--- src/rtl/ic0_bus_pkg.sv ---
// Shared types and constants for the ic0 bus master and its read-return collector.
package ic0_bus_pkg;

    localparam int IC0_DATA_W          = 32;
    localparam int IC0_CNT_W           = 8;
    localparam int IC0_N_SLV_DEFAULT   = 4;
    localparam int IC0_TIMEOUT_DEFAULT = 16;

    localparam logic [IC0_DATA_W-1:0] IC0_RD_ERR_DATA = 32'hDEADBEEF;

    typedef enum logic [1:0] {
        IDLE,
        ISSUE,
        RD_WAIT,
        RSP
    } ic0_state_e;

    // Saturating increment so the wait counter never wraps back to zero.
    function automatic logic [IC0_CNT_W-1:0] sat_inc(input logic [IC0_CNT_W-1:0] v);
        return (v == '1) ? v : v + IC0_CNT_W'(1);
    endfunction

endpackage

--- src/rtl/ic0_bus_master_if.sv ---
// Host request/response handshake plus the ic0 strobe/return bus seen by the bus master.
interface ic0_bus_master_if
    import ic0_bus_pkg::*;
#(
    parameter int N_SLV = IC0_N_SLV_DEFAULT
) ();

    logic                        host_req_valid;
    logic                        host_req_ready;
    logic                        host_req_we;
    logic [IC0_DATA_W-1:0]       host_req_addr;
    logic [IC0_DATA_W-1:0]       host_req_wdata;
    logic                        host_rsp_valid;
    logic                        host_rsp_ready;
    logic [IC0_DATA_W-1:0]       host_rsp_rdata;
    logic                        host_rsp_err;

    logic                        ic0_c_axi_mst_wr_valid;
    logic                        ic0_c_axi_mst_rd_valid;
    logic [IC0_DATA_W-1:0]       ic0_axi_mst_wr_addr;
    logic [IC0_DATA_W-1:0]       ic0_axi_mst_rd_addr;
    logic [IC0_DATA_W-1:0]       ic0_axi_mst_wr_data;
    logic [N_SLV-1:0]            ic0_c_axi_slv_rd_ready;
    logic [N_SLV*IC0_DATA_W-1:0] ic0_axi_slv_rd_data;

    modport master (
        input  host_req_valid,
        output host_req_ready,
        input  host_req_we,
        input  host_req_addr,
        input  host_req_wdata,
        output host_rsp_valid,
        input  host_rsp_ready,
        output host_rsp_rdata,
        output host_rsp_err,
        output ic0_c_axi_mst_wr_valid,
        output ic0_c_axi_mst_rd_valid,
        output ic0_axi_mst_wr_addr,
        output ic0_axi_mst_rd_addr,
        output ic0_axi_mst_wr_data,
        input  ic0_c_axi_slv_rd_ready,
        input  ic0_axi_slv_rd_data
    );

    modport slave (
        output host_req_valid,
        input  host_req_ready,
        output host_req_we,
        output host_req_addr,
        output host_req_wdata,
        input  host_rsp_valid,
        output host_rsp_ready,
        input  host_rsp_rdata,
        input  host_rsp_err,
        input  ic0_c_axi_mst_wr_valid,
        input  ic0_c_axi_mst_rd_valid,
        input  ic0_axi_mst_wr_addr,
        input  ic0_axi_mst_rd_addr,
        input  ic0_axi_mst_wr_data,
        output ic0_c_axi_slv_rd_ready,
        output ic0_axi_slv_rd_data
    );

endinterface

--- src/rtl/ic0_rd_collect.sv ---
// Combinational merge of the per-slave read returns: OR of all data slices plus hit flags.
module ic0_rd_collect
    import ic0_bus_pkg::*;
#(
    parameter int N_SLV = IC0_N_SLV_DEFAULT
) (
    input  logic [N_SLV-1:0]            rd_ready,
    input  logic [N_SLV*IC0_DATA_W-1:0] rd_data,
    output logic [IC0_DATA_W-1:0]       or_data,
    output logic                        hit_one,
    output logic                        hit_multi,
    output logic                        hit_none
);

    // Idle slaves drive zero, so a plain OR recovers the returning slave's data.
    always_comb begin
        or_data = '0;
        for (int i = 0; i < N_SLV; i++) begin
            or_data = or_data | rd_data[i*IC0_DATA_W +: IC0_DATA_W];
        end
    end

    // Clearing the lowest set bit leaves something only when two or more bits were set.
    assign hit_multi = |(rd_ready & (rd_ready - N_SLV'(1)));
    assign hit_none  = ~(|rd_ready);
    assign hit_one   = ~hit_none & ~hit_multi;

endmodule

--- src/rtl/ic0_bus_master.sv ---
// Single-outstanding ic0 bus master: turns host handshakes into one-cycle ic0 strobes
// and returns the collected read data, with a timeout for unclaimed reads.
module ic0_bus_master
    import ic0_bus_pkg::*;
#(
    parameter int N_SLV   = IC0_N_SLV_DEFAULT,
    parameter int TIMEOUT = IC0_TIMEOUT_DEFAULT
) (
    input logic              clk,
    input logic              reset,
    ic0_bus_master_if.master bus
);

    localparam logic [IC0_CNT_W-1:0] TIMEOUT_CNT = IC0_CNT_W'(TIMEOUT);

    ic0_state_e            state;
    ic0_state_e            state_next;
    logic                  we_q;
    logic [IC0_DATA_W-1:0] addr_q;
    logic [IC0_DATA_W-1:0] wdata_q;
    logic [IC0_DATA_W-1:0] rdata_q;
    logic                  err_q;
    logic [IC0_CNT_W-1:0]  cnt_q;
    logic [IC0_CNT_W-1:0]  cnt_inc;

    logic [IC0_DATA_W-1:0] or_data;
    logic                  hit_one;
    logic                  hit_multi;
    logic                  hit_none;
    logic                  hit_any;
    logic                  timeout_hit;

    ic0_rd_collect #(
        .N_SLV (N_SLV)
    ) u_collect (
        .rd_ready  (bus.ic0_c_axi_slv_rd_ready),
        .rd_data   (bus.ic0_axi_slv_rd_data),
        .or_data   (or_data),
        .hit_one   (hit_one),
        .hit_multi (hit_multi),
        .hit_none  (hit_none)
    );

    assign hit_any     = hit_one | hit_multi;
    assign cnt_inc     = sat_inc(cnt_q);
    // A return in the last allowed wait cycle still wins over the timeout.
    assign timeout_hit = hit_none && (cnt_inc >= TIMEOUT_CNT);

    always_ff @(posedge clk) begin
        if (reset) begin
            state <= IDLE;
        end else begin
            state <= state_next;
        end
    end

    always_comb begin
        state_next = state;
        case (state)
            IDLE:    if (bus.host_req_valid) state_next = ISSUE;
            ISSUE:   state_next = we_q ? RSP : RD_WAIT;
            RD_WAIT: if (hit_any || timeout_hit) state_next = RSP;
            RSP:     if (bus.host_rsp_ready) state_next = IDLE;
            default: state_next = IDLE;
        endcase
    end

    always_comb begin
        bus.host_req_ready         = (state == IDLE);
        bus.host_rsp_valid         = (state == RSP);
        bus.ic0_c_axi_mst_wr_valid = (state == ISSUE) &&  we_q;
        bus.ic0_c_axi_mst_rd_valid = (state == ISSUE) && !we_q;
    end

    // Request capture, wait counter and response registers; rd_ready only matters in RD_WAIT.
    always_ff @(posedge clk) begin
        if (reset) begin
            we_q    <= 1'b0;
            addr_q  <= '0;
            wdata_q <= '0;
            rdata_q <= '0;
            err_q   <= 1'b0;
            cnt_q   <= '0;
        end else begin
            case (state)
                IDLE: begin
                    if (bus.host_req_valid) begin
                        we_q    <= bus.host_req_we;
                        addr_q  <= bus.host_req_addr;
                        wdata_q <= bus.host_req_wdata;
                    end
                end
                ISSUE: begin
                    cnt_q <= '0;
                    if (we_q) begin
                        rdata_q <= '0;
                        err_q   <= 1'b0;
                    end
                end
                RD_WAIT: begin
                    if (hit_any) begin
                        rdata_q <= or_data;
                        err_q   <= hit_multi;
                    end else begin
                        cnt_q <= cnt_inc;
                        if (timeout_hit) begin
                            rdata_q <= IC0_RD_ERR_DATA;
                            err_q   <= 1'b1;
                        end
                    end
                end
                default: ;
            endcase
        end
    end

    assign bus.host_rsp_rdata      = rdata_q;
    assign bus.host_rsp_err        = err_q;
    assign bus.ic0_axi_mst_wr_addr = addr_q;
    assign bus.ic0_axi_mst_rd_addr = addr_q;
    assign bus.ic0_axi_mst_wr_data = wdata_q;

endmodule

--- src/flat_wrapper.sv ---
// flat-port wrapper written by rule: the top's interface ports become plain ports
module ic0_bus_master_flat import ic0_bus_pkg::*;
#(
    parameter int N_SLV   = IC0_N_SLV_DEFAULT,
    parameter int TIMEOUT = IC0_TIMEOUT_DEFAULT
)
  (clk, reset, bus_host_req_valid, bus_host_req_ready, bus_host_req_we, bus_host_req_addr, bus_host_req_wdata, bus_host_rsp_valid, bus_host_rsp_ready, bus_host_rsp_rdata, bus_host_rsp_err, bus_ic0_c_axi_mst_wr_valid, bus_ic0_c_axi_mst_rd_valid, bus_ic0_axi_mst_wr_addr, bus_ic0_axi_mst_rd_addr, bus_ic0_axi_mst_wr_data, bus_ic0_c_axi_slv_rd_ready, bus_ic0_axi_slv_rd_data);
  ic0_bus_master_if #(.N_SLV(N_SLV)) bus_i ();
  input logic clk;
  input logic reset;
  input wire logic [$bits(bus_i.host_req_valid)-1:0] bus_host_req_valid;
  output wire logic [$bits(bus_i.host_req_ready)-1:0] bus_host_req_ready;
  input wire logic [$bits(bus_i.host_req_we)-1:0] bus_host_req_we;
  input wire logic [$bits(bus_i.host_req_addr)-1:0] bus_host_req_addr;
  input wire logic [$bits(bus_i.host_req_wdata)-1:0] bus_host_req_wdata;
  output wire logic [$bits(bus_i.host_rsp_valid)-1:0] bus_host_rsp_valid;
  input wire logic [$bits(bus_i.host_rsp_ready)-1:0] bus_host_rsp_ready;
  output wire logic [$bits(bus_i.host_rsp_rdata)-1:0] bus_host_rsp_rdata;
  output wire logic [$bits(bus_i.host_rsp_err)-1:0] bus_host_rsp_err;
  output wire logic [$bits(bus_i.ic0_c_axi_mst_wr_valid)-1:0] bus_ic0_c_axi_mst_wr_valid;
  output wire logic [$bits(bus_i.ic0_c_axi_mst_rd_valid)-1:0] bus_ic0_c_axi_mst_rd_valid;
  output wire logic [$bits(bus_i.ic0_axi_mst_wr_addr)-1:0] bus_ic0_axi_mst_wr_addr;
  output wire logic [$bits(bus_i.ic0_axi_mst_rd_addr)-1:0] bus_ic0_axi_mst_rd_addr;
  output wire logic [$bits(bus_i.ic0_axi_mst_wr_data)-1:0] bus_ic0_axi_mst_wr_data;
  input wire logic [$bits(bus_i.ic0_c_axi_slv_rd_ready)-1:0] bus_ic0_c_axi_slv_rd_ready;
  input wire logic [$bits(bus_i.ic0_axi_slv_rd_data)-1:0] bus_ic0_axi_slv_rd_data;
  assign bus_i.host_req_valid = bus_host_req_valid;
  assign bus_host_req_ready = bus_i.host_req_ready;
  assign bus_i.host_req_we = bus_host_req_we;
  assign bus_i.host_req_addr = bus_host_req_addr;
  assign bus_i.host_req_wdata = bus_host_req_wdata;
  assign bus_host_rsp_valid = bus_i.host_rsp_valid;
  assign bus_i.host_rsp_ready = bus_host_rsp_ready;
  assign bus_host_rsp_rdata = bus_i.host_rsp_rdata;
  assign bus_host_rsp_err = bus_i.host_rsp_err;
  assign bus_ic0_c_axi_mst_wr_valid = bus_i.ic0_c_axi_mst_wr_valid;
  assign bus_ic0_c_axi_mst_rd_valid = bus_i.ic0_c_axi_mst_rd_valid;
  assign bus_ic0_axi_mst_wr_addr = bus_i.ic0_axi_mst_wr_addr;
  assign bus_ic0_axi_mst_rd_addr = bus_i.ic0_axi_mst_rd_addr;
  assign bus_ic0_axi_mst_wr_data = bus_i.ic0_axi_mst_wr_data;
  assign bus_i.ic0_c_axi_slv_rd_ready = bus_ic0_c_axi_slv_rd_ready;
  assign bus_i.ic0_axi_slv_rd_data = bus_ic0_axi_slv_rd_data;
  ic0_bus_master #(.N_SLV(N_SLV), .TIMEOUT(TIMEOUT)) u_core (.clk(clk), .reset(reset), .bus(bus_i));
endmodule
--- config.mk ---
export PLATFORM = sky130hd
export DESIGN_NAME = ic0_bus_master_flat
export DESIGN_NICKNAME = d
export VERILOG_FILES = /design/src/rtl/ic0_bus_pkg.sv /design/src/rtl/ic0_bus_master_if.sv /design/src/rtl/ic0_rd_collect.sv /design/src/rtl/ic0_bus_master.sv /design/src/flat_wrapper.sv
export SDC_FILE = /design/constraint.sdc
export NUM_CORES = 1
export LEC_CHECK = 0
export CAP_MARGIN = 20
export CORE_MARGIN = 2
export CORE_UTILIZATION = 25
export CTS_BUF_LIST = sky130_fd_sc_hd__clkbuf_8
export DETAILED_ROUTE_END_ITERATION = 10
export HOLD_SLACK_MARGIN = 0.1
export PLACE_DENSITY = 0.63
export SLEW_MARGIN = 25
export SYNTH_ARGS = -nofsm -noshare
export SYNTH_HDL_FRONTEND = slang
export SYNTH_HIERARCHICAL = 1
export SYNTH_SLANG_ARGS = --single-unit
--- constraint.sdc ---
create_clock -name clk -period 3 [get_ports clk]
set_clock_uncertainty 0.2 [all_clocks]
set_input_delay 0.45 -clock clk [delete_from_list [all_inputs] [get_ports clk]]
set_output_delay 0.45 -clock clk [all_outputs]
set_load 0.05 [all_outputs]
# Word level (Yosys, flattened, before mapping)
# Cells that the tools add are included.
# word_totals
register_bits	108
in_bits	201
out_inout_bits	133
elab_cells	57
# classes
add_sub_neg	2
magnitude_cmp	1
eq_ne	10
mux	16
bitwise	8
reduce_logical	13
# ops
op	n
$mux 32	3
$or 32x32->32	3
$pmux 32 s2	1
$mux 8	2
$pmux 8 s2	1
$add 8x1->8 const B	1
$eq 8x8->1 const B	1
$ge 8x5->1 const B	1
$pmux 2 s4	1
$reduce_or 4->1	2
$mux 2	3
$ne 2x1->1 const B	3
$reduce_and 3->1	2
$and 4x4->4	1
$eq 2x2->1 const B	2
$mux 1	4
$ne 2x2->1 const B	2
$reduce_and 2->1	2
$sub 4x1->4 const B	1
$logic_and 1x1->1	3
$ne 3x1->1 const B	1
$eq 2x1->1 const B	1
$logic_not 2->1	1
$not 1->1	2
other kinds (6)	6

# Depth between registers and ports, before layout
# logic_depth
word_depth	9
ltp_mapped	10

# By module
# Netlist, hierarchy kept.
# modules_own_cells
mod	n_inst	cells_per_inst	area_per_inst_um2	seq_area_each_um2
ic0_bus_master	1	554	4500.6	2162.1
ic0_rd_collect	1	41	301.5	0.0

# Worst setup path before layout
# No wires, ideal clock.
# synth_timing
path_kind	register -> register
start	reg u_core.state[1]
end	reg u_core.err_q (netlist: u_core/bus.host_rsp_err)
arrival_ns	2.171
required_ns	2.679
path_slack_ns	0.509
stages_incl_launch_ff	8
n_path_buf	1
path_cell_list	dfxtp_1 inv_1 ha_1 nor2b_1 o21bai_1 or3_1 buf_6 mux2_2
# synth_via
elab_chain_cells	3
word_cells_on_any_way	7
# synth_lines
item	line_no	source
from (decl)	ic0_bus_master.sv:16	ic0_state_e state;
from (signal assigned)	ic0_bus_master.sv:53	state <= state_next;
$eq 2x2->1 or $eq 2x1->1 (tied branches)	ic0_bus_master.sv:85	case (state)
$ne 3x1->1 (no source line) (tied with other cells)	-	
$reduce_and 3->1 (no source line)	-	
to (signal assigned)	ic0_bus_master.sv:103	err_q <= hit_multi;
to (decl)	ic0_bus_master.sv:22	logic err_q;
# Several ways; a longest one is shown, not always the timed one.
# A chain may end at the register's enable or synchronous reset.

# Worst setup path after layout
# layout_timing
start	reg u_core.state[1]
end	out bus_ic0_c_axi_mst_rd_valid
# layout_via
elab_chain_cells	2
# layout_lines
item	line_no	source
$eq 2x1->1	ic0_bus_master.sv:72	bus.ic0_c_axi_mst_rd_valid = (state == ISSUE) && !we_q;
$logic_and 1x1->1	ic0_bus_master.sv:72	
to (decl)	flat_wrapper.sv:21	output wire logic [$bits(bus_i.ic0_c_axi_mst_rd_valid)-1:0] bus_ic0_c_axi_mst_rd_valid;
# No other way between the ends.

==> results.toml <==
[clock_network]
worst_skew_pair.late_latency_ns = 0.37
cts_setup_buffers = 0
cts_sinks = 108
cts-resized-gates = 0
tritoncts = "yes"
max-clock-path-buffers = 2
post_cts_hold_buffer_count = 0
cts_buffers = 9
htree_num_levels = 3
clock_tree.root_cell = "sky130_fd_sc_hd__clkbuf_8"
clk_pin_slew_worst_paths_ns = 0.11

[synth]
post_synth_main_area_contributors = "sky130_fd_sc_hd__dfxtp_1 (45%), sky130_fd_sc_hd__nand2_1 (13%), sky130_fd_sc_hd__a21oi_1 (7.6%)"
synth_top_cell_area_share = 0.450
mux_contribution_to_synthesized_area = 0.0211
synth_nets = 801
synthDominantAreaCellType = "sky130_fd_sc_hd__dfxtp_1"
post_synth_fa_ha_maj_area_fraction = 0.0130
ff_latch_count_synth = 108
postSynthCellCount = 595
ys.flop_type = "sky130_fd_sc_hd__dfxtp_1"
syn-mean-instance-area_um2 = 8.07
synth-edff-count = 0
synth_seq_area_share = 0.450
yosys_warnings = 6
synth_simple_gate_area_share = 0.241
yosys.cell_types.count = 46
synth_compound_gate_area_share = 0.156
largest_family_of_logic_cells_by_synthesized_area = "simple AND/OR/NAND/NOR gates"
yosys.area_share.xor_xnor = 0.00182
mappedNetlistArea_mm2 = 0.00480
postSynth.asyncResetShare = 0

[global_routing]
remaining_overflow_grt = 0
grt_max_degree = 70
grt_pass1_vias = 4700
track_usage = 0.159
grt_antenna_before_repair = 0
grt_pass1_wl_um = 25500

[worst_setup_path]
worst-endpoint-arrival_ns = 2.16
worst_path_maximum_fanout = 6
timing.critical_path.from_type = "flip-flop"
timing.critical_path.required_ns = 2.35
crit_type = "flip-flop to output port"
critical_path.endpoint_type = "output port"

[sta]
timing.setup.tns_ns = 0
hold_slack_ns = 0.259
final.setup.worst_slack_ns = 0.192
setup_viol = 0
max_slew_margin = 0.367
final_hold_viol_count = 0
rsz0062_at_grt = "no"
tightest_slew_ns = 0.942
fmaxAchievable_mhz = 356
final_max_slew_viol_count = 0
period_utilization = 0.936
timing.final.crit_period_ns = 2.81

[place]
dpl_cell_area_mm2 = 0.00811
numPlacedInstances = 1102
finalWeightedCongestion = 0.804
dpl.hpwl_um = 12800
port_buffers = 333
pre_cts_slack_ns = -0.00936

[routing]
post-route-drc-count = 0
dr.first_iter.drc_count = 258
vias_per_cell = 4.56
firstDrtPassIters = 4
detail-route-antenna-nets = 0
wl_per_cell_um = 15.1
routed-via-count = 5098
drt-total-wl_um = 16900

[power]
internal_power_mw = 3.55
combinationalPowerShare = 0.574
power_frac_seq = 0.292
vdd_ir_drop_max_uv = 432
netSwitchingPower_mw = 3.20
p_sw_frac = 0.474
clockPowerShare = 0.134
power_leakage_nw = 2.98
power_density_mw_per_mm2 = 813

[die]
ioPinCount = 334
die_w_um = 143
core_mm2 = 0.0188
floorplan.rows = 50
initial_utilization = 0.256
die_area_mm2 = 0.0203
die_h_um = 143

[finish]
final_cell_count_no_fill = 1118
final-seq-area_mm2 = 0.00216
num_antenna_cells = 0
post_route_cells_drive_above_1_share = 0.0430
area.growth.synth_to_final_pct = 73.1
final_net_count = 1085
multi_input_area_mm2 = 0.00208
design_area_mm2 = 0.00831
fill_cells = 1884

[status]
outcome = "completed"

[flow_run]
cap_violations = 0

[worst_hold_path]
hold_class = "flip-flop to flip-flop"
[power by group through the flow]
stage | clock, mW | sequential [mW] | combinational (mW)
2_1_floorplan | 0 | 3.08 | 1.55
3_3_place_gp | 0 | 2.00 | 3.89
3_5_place_dp | 0 | 2.01 | 3.90
4_1_cts | 0.961 | 1.98 | 3.91
5_1_grt | 1.01 | 2.02 | 4.10
6_report | 0.909 | 1.97 | 3.88
[path summary, 6_finish.rpt]
kind	from	cells after the start	slack (ns)	to
min reg2reg	u_core/bus.ic0_axi_mst_wr_data[6]$_SDFFE_PP0P_	2	0.26	u_core/bus.ic0_axi_mst_wr_data[6]$_SDFFE_PP0P_
min	u_core/bus.ic0_axi_mst_wr_data[6]$_SDFFE_PP0P_	2	0.26	u_core/bus.ic0_axi_mst_wr_data[6]$_SDFFE_PP0P_
max	u_core/state[1]$_SDFFE_PP0P_	4	0.19	bus_ic0_c_axi_mst_rd_valid
max reg2reg	u_core/cnt_q[0]$_SDFFE_PP0P_	7	0.43	u_core/bus.host_rsp_rdata[28]$_SDFFE_PP0P_
[metrics by stage]
stage,utilization,power (mW)
final,0.443,6.76
after detailed placement,0.432,5.91
after global routing,0.443,7.13
after global placement,0.432,5.89
after CTS,0.443,6.85
after floorplan,-,4.63
[cells by family (layout without fill, tap and decap cells)]
logic type,Yosys count,in the layout
AO/OA/AOI/OAI,118,118
buffers and inverters,104,393
adder cells (fa/ha/maj),5,5
XOR/XNOR,1,1
AND/OR/NAND/NOR,249,249
flip-flops,108,108
multiplexers,10,10
[cell usage after synthesis, drive strengths merged, types with 5 or more instances]
master and count:
inv 32, buf 43, nor2 13, ha 5, dfxtp 108, mux2i 9
nor3 8, a21oi 74, nand2 165, or4 34, a221oi 24, clkbuf 29
nand2b 8
[flip-flops by register name (all words and copies together), names as in the netlist]
name,cells
u_core/bus.host_rsp_rdata,32
u_core/cnt_q,8
u_core/bus.ic0_axi_mst_wr_data,32
u_core/bus.host_rsp_err,1
u_core/state,2
u_core/we_q,1
u_core/bus.ic0_axi_mst_rd_addr,32
[layer usage]
metal / up-vias / global-route usage / wire, µm
met5: - / 0 / 0
met4: 0 / 0.0594 / 442
met3: 25 / 0.0370 / 972
met2: 185 / 0.272 / 8340
met1: 2323 / 0.195 / 7130
li1: 2565 / - / -
[layout by cell type (no fill, tap or decap), drive strengths merged, types with 5 or more instances in the layout]
cell type | netlist | layout
a21oi | 74 | 74
a221oi | 24 | 24
buf | 43 | 13
clkbuf | 29 | 9
clkdlybuf4s50 | 0 | 332
dfxtp | 108 | 108
ha | 5 | 5
inv | 32 | 33
mux2i | 9 | 9
nand2 | 165 | 165
nand2b | 8 | 8
nor2 | 13 | 13
nor3 | 8 | 8
or4 | 34 | 34
[final cells by class]
type	instances	area share
Tap cell	234	0.0352
Sequential cell	108	0.260
Multi-Input combinational cell	383	0.250
Inverter	32	0.0144
Clock buffer	9	0.0149
Timing Repair Buffer	345	0.416
Clock inverter	7	0.00918
[worst max-delay path: stages (launching register included)]
cell	delay [ns]
sky130_fd_sc_hd__dfxtp_1	0.35
sky130_fd_sc_hd__inv_1	0.10
sky130_fd_sc_hd__ha_1	0.28
sky130_fd_sc_hd__nor2b_1	0.20
sky130_fd_sc_hd__clkdlybuf4s50_1	0.85
No activity file was read; power rests on OpenSTA's default activity.
